==> config.mk <==
export PLATFORM = sky130hd
export DESIGN_NAME = data_memory_block_flat
export DESIGN_NICKNAME = d
export VERILOG_FILES = /design/src/rtl/data_memory_block_if.sv /design/src/rtl/data_memory_block.sv /design/src/flat_wrapper.sv
export SDC_FILE = /design/constraint.sdc
export NUM_CORES = 2
export LEC_CHECK = 0
export BUFFER_PORTS_ARGS = -buffer_cell sky130_fd_sc_hd__buf_2
export CAP_MARGIN = 40
export CORE_AREA = 5 5 497 499
export CTS_CLUSTER_DIAMETER = 80
export CTS_CLUSTER_SIZE = 28
export DETAILED_ROUTE_END_ITERATION = 7
export DIE_AREA = 0 0 502 504
export HOLD_SLACK_MARGIN = 0.06
export PLACE_DENSITY = 0.62
export SYNTH_ARGS = -nofsm -noshare
export SYNTH_HDL_FRONTEND = slang
export SYNTH_SLANG_ARGS = --single-unit
==> constraint.sdc <==
create_clock -name clock -period 4.05 [get_ports clock]
set_input_delay 0.81 -clock clock [delete_from_list [all_inputs] [get_ports clock]]
set_output_delay 0.81 -clock clock [all_outputs]
set_load 0.02 [all_outputs]
==> src/rtl/data_memory_block_if.sv <==
// data_memory_block_if: cache-to-memory block bus with level-held read/write requests and busywait.
interface data_memory_block_if #(
  parameter int AW = 6
);
  logic mem_read;
  logic mem_write;
  logic [AW-1:0] mem_address;
  logic [31:0] mem_writedata;
  logic [31:0] mem_readdata;
  logic mem_busywait;
  modport master (
    output mem_read, mem_write, mem_address, mem_writedata,
    input  mem_readdata, mem_busywait
  );
  modport slave (
    input  mem_read, mem_write, mem_address, mem_writedata,
    output mem_readdata, mem_busywait
  );
endinterface

==> src/rtl/data_memory_block.sv <==
// data_memory_block: fixed-latency 32-bit block memory behind the data cache.
// Optional MEM_ACCESS_STATS_EN adds saturating read/write completion counters.
module data_memory_block #(
  parameter int BLOCKS = 64,
  parameter int LATENCY = 5
) (
  input logic clock,
  input logic reset,
  data_memory_block_if.slave bus
`ifdef MEM_ACCESS_STATS_EN
  ,
  output logic [15:0] stat_reads,
  output logic [15:0] stat_writes
`endif
);
  localparam int AW = $clog2(BLOCKS);
  localparam int CW = $clog2(LATENCY + 1);
  typedef enum logic [1:0] {IDLE, BUSY, ACK} state_t;
  state_t state;
  logic [CW-1:0] count;
  logic [AW-1:0] addr;
  logic [31:0] wdata;
  logic is_write;
  logic [31:0] mem [BLOCKS];
  logic req;
  assign req = bus.mem_read | bus.mem_write;
  assign bus.mem_busywait = (state == IDLE && req) || state == BUSY;
  always_ff @(posedge clock or negedge reset)
    if (!reset) begin
      state <= IDLE;
      count <= '0;
      addr <= '0;
      wdata <= '0;
      is_write <= 1'b0;
      bus.mem_readdata <= '0;
      for (int i = 0; i < BLOCKS; i++) mem[i] <= '0;
`ifdef MEM_ACCESS_STATS_EN
      stat_reads <= '0;
      stat_writes <= '0;
`endif
    end else
      case (state)
        IDLE:
          if (req) begin
            addr <= AW'(int'(bus.mem_address) % BLOCKS);
            wdata <= bus.mem_writedata;
            is_write <= bus.mem_write;
            count <= CW'(1);
            state <= BUSY;
          end
        BUSY:
          if (count == CW'(LATENCY)) begin
            if (is_write) mem[addr] <= wdata;
            else bus.mem_readdata <= mem[addr];
`ifdef MEM_ACCESS_STATS_EN
            if (is_write) stat_writes <= stat_writes + {15'd0, stat_writes != 16'hFFFF};
            else stat_reads <= stat_reads + {15'd0, stat_reads != 16'hFFFF};
`endif
            count <= '0;
            state <= ACK;
          end else count <= count + CW'(1);
        default: state <= IDLE;
      endcase
endmodule

==> src/flat_wrapper.sv <==
// flat-port wrapper written by rule: the top's interface ports become plain ports
module data_memory_block_flat 
#(
  parameter int BLOCKS = 64,
  parameter int LATENCY = 5
)
  (clock, reset, bus_mem_read, bus_mem_write, bus_mem_address, bus_mem_writedata, bus_mem_readdata, bus_mem_busywait);
  data_memory_block_if bus_i ();
  input logic clock;
  input logic reset;
  input wire logic [$bits(bus_i.mem_read)-1:0] bus_mem_read;
  input wire logic [$bits(bus_i.mem_write)-1:0] bus_mem_write;
  input wire logic [$bits(bus_i.mem_address)-1:0] bus_mem_address;
  input wire logic [$bits(bus_i.mem_writedata)-1:0] bus_mem_writedata;
  output wire logic [$bits(bus_i.mem_readdata)-1:0] bus_mem_readdata;
  output wire logic [$bits(bus_i.mem_busywait)-1:0] bus_mem_busywait;
  assign bus_i.mem_read = bus_mem_read;
  assign bus_i.mem_write = bus_mem_write;
  assign bus_i.mem_address = bus_mem_address;
  assign bus_i.mem_writedata = bus_mem_writedata;
  assign bus_mem_readdata = bus_i.mem_readdata;
  assign bus_mem_busywait = bus_i.mem_busywait;
  data_memory_block #(.BLOCKS(BLOCKS), .LATENCY(LATENCY)) u_core (.clock(clock), .reset(reset), .bus(bus_i));
endmodule
==> impl_metrics.tcl <==
set metrics [dict create \
    hp-class "primary input to flip-flop" \
    ant_nets 0 \
    clk_latency_ns 0.86 \
    synth_cells 6859 \
    critPathLaunchType "flip-flop" \
    antenna_found_initial 17 \
    min_delay_worst_endpoint "u_core.wdata[7]" \
    gr-total-overflow 0 \
    cts_resized 0 \
    cp_max_fo 50 \
    ctsHoldBuffers 1 \
    wl_per_cell_um 32.9 \
    gp_congestion 0.860 \
    die_area_um2 253000 \
    rr_endpoint "u_core.bus.mem_readdata[30]" \
    syn-num-nets 6901 \
    slew_headroom 0.302 \
    cts-root-buf "clkbuf_16" \
    ys_seq_area_frac 0.552 \
    yosysUniqueCellTypes 65 \
    cp_top_family "flip-flops" \
    synth_area_um2 96300 \
    grt_pass1_wl_mm 479 \
    final_common_cell "dfrtp_1" \
    required_ns 4.77 \
    regArea_um2 53200 \
    fin_crit_sh 0.933 \
    die_h_um 504 \
    synthArstFlopShare 1.00 \
    cts_setup_buffers 0 \
    setup-tns-final_ns 0 \
    critPathBufInv 2 \
    fillers 21600 \
    synth_edf_count 0 \
    layout_common_cells "dfrtp_1, mux2_2, mux2i_1" \
    fin_hold_ws_ns 0.155 \
    path_clk_slew_ns 0.11 \
    rsz0062_at_grt "no" \
    drcViolationCount 0 \
    p_per_area_nw_per_um2 557 \
    io_buffers 74 \
    crit_arrival_ns 4.50 \
    synth.avg_cell_area_um2 14.0 \
    yosys_warnings 0 \
    clock-skew-final_ns 0.0693 \
    tritoncts "done" \
    post-synth-top-area-cell "dfrtp_1" \
    clock_tree.buffer_depth 3 \
    core.rowCount 181 \
    grt_max_degree 108 \
    drive_above_1_share 0.429 \
    reg2reg_slack_ns 0.27 \
    worstMarginPinSlew_ns 1.05 \
    drv_slew 0 \
    cpPeakStageDelay_ns 0.98 \
    multi_input_area_um2 39900 \
    reg2reg_from "u_core.addr[0]" \
    coreArea_um2 242000 \
    via_per_inst 6.21 \
    critPathSlowestCell "dfrtp_4" \
    holdPathStages 3 \
    initial_utilization 0.398 \
    setup.worst_path.class "flip-flop to flip-flop" \
    period_needed_ns 3.78 \
    initialDrtViolationCount 6662 \
    wl_mm 331 \
    cap_violations 0 \
    cts_buffers 113 \
    vias 62600 \
    yosysTopAreaCellShare 0.552 \
    p_total_uw 59200 \
    final_hold_viol_count 0 \
    synth_ff_type "dfrtp_1" \
    synthTopCellsByArea "dfrtp_1, mux2_2, mux2i_1, mux4_2, a221oi_1" \
    fmax_mhz 265 \
    hpwl_mm 207 \
    crit_path_cell_trace "buf_12 > buf_4 > mux2_2 > a221oi_1 > o22ai_1 > nand2_1 > nand4_1 > o22a_1" \
    rr_worst_depth 8 \
    area_growth_pct 10.3 \
    grt_pass1_vias 64400 \
    outcome "completed" \
    htree_levels 3 \
    ioPinCount 75 \
    hold_start "bus_mem_writedata[7]" \
    ir_drop_mv 0.667 \
    clock_sinks 2124 \
    die_w_um 502 \
    power_leakage_uw 0.0506 \
    synth-seq-cells 2124 \
    critPathCaptureType "flip-flop" \
    track_usage 0.258 \
    nets 6806 \
    setup_viol 0 \
    first_pass_iters 8 \
]
-- through the flow --
stage | std cells | utilization | worst slack, ns | area [um^2]
6_report | 10100 | 0.439 | 0.272 | 106000
3_3_place_gp | 9834 | 0.420 | 0.342 | 102000
4_1_cts | 10100 | 0.439 | 0.423 | 106000
2_1_floorplan | 6859 | - | 1.73 | 96300
3_5_place_dp | 9849 | 0.421 | 0.434 | 102000
5_1_grt | 10100 | 0.439 | 0.240 | 106000
-- area by class of cell --
cell class | count | share of cell area
antenna | 7 | 0.000165
clock buffer | 121 | 0.0276
clock inverter | 92 | 0.0120
inverter | 4 | 0.000236
multi-input combinational | 4022 | 0.376
sequential | 2124 | 0.501
tap | 3202 | 0.0377
timing repair buffer | 499 | 0.0456
-- cell families (layout without fill, tap and decap cells) --
kind of cell | after synthesis | in the layout | share of synthesized area
flops | 2124 | 2124 | 0.552
other cells | 0 | 7 | 0
compound gates | 856 | 856 | 0.0663
buf+inv | 713 | 716 | 0.0384
simple gates | 548 | 548 | 0.0262
mux | 2618 | 2618 | 0.317
-- per-layer routing --
| metal | share of wire | wire length [um] | GRT usage | up-vias |
|---|---|---|---|---|
| met3 | 0.079 | 26200 | 0.0512 | 669 |
| met4 | 0.050 | 16600 | 0.105 | 8 |
| met1 | 0.42 | 140000 | 0.360 | 34100 |
| met5 | 0.00015 | 49 | 0 | - |
| met2 | 0.45 | 148000 | 0.394 | 2714 |
| li1 | - | - | - | 25100 |
-- flip-flops by register name (all words and copies together), names as in the netlist --
register                 count
u_core.mem                2048
u_core.wdata                32
u_core.count                 3
u_core.state                 2
u_core.bus.mem_readdata     32
u_core.addr                  6
u_core.is_write              1
-- worst reg2reg max path, delay by kind of cell, from the launching register on --
family	cells	cell delay [ns]
compound gates	3	0.71
buf+inv	2	0.95
flops	1	0.98
mux	1	0.38
simple gates	2	0.68
-- cells in the mapped netlist (9+ instances only) --
cell       number
a211oi_1       13
a21oi_1        65
a221o_1        13
a221oi_1      276
a22o_1         13
a22oi_1       195
a31oi_1        39
and3_1          9
buf_1          25
buf_2         200
buf_4         127
buf_6          35
clkbuf_1      320
dfrtp_1      2124
mux2_1        157
mux2_2       1962
mux2i_1       364
mux4_2        133
nand2_1       193
nand2_2         9
nand2b_1        9
nand3_1        53
nand4_1        15
nor2_1        158
nor2_2         58
nor3_1         12
o2111ai_1      10
o21ai_0       100
o221ai_1        9
o22a_1          9
o22ai_1        57
o32a_1         16
-- worst max-delay path by stage --
| stage | from | endpoint | slack, ns | cells after the start |
|---|---|---|---|---|
| detailed placement | u_core.addr[0] | u_core.bus.mem_readdata[30] | 0.43 | 8 |
| finish | u_core.addr[0] | u_core.bus.mem_readdata[30] | 0.27 | 8 |
| floorplan | bus_mem_write | bus_mem_busywait | 1.73 | 3 |
| global placement | u_core.addr[1] | u_core.bus.mem_readdata[23] | 0.34 | 7 |
| global route | u_core.addr[0] | u_core.bus.mem_readdata[30] | 0.24 | 8 |
| CTS | u_core.addr[0] | u_core.bus.mem_readdata[30] | 0.42 | 8 |
-- power breakdown --
part | switching (uW) | leakage [uW] | internal [uW]
logic | 14000 | 0.0191 | 6110
registers | 2100 | 0.0295 | 22500
clock network | 8150 | 0.00204 | 6330
total | 24200 | 0.0506 | 35000
Power figures use the tool's default switching activity.
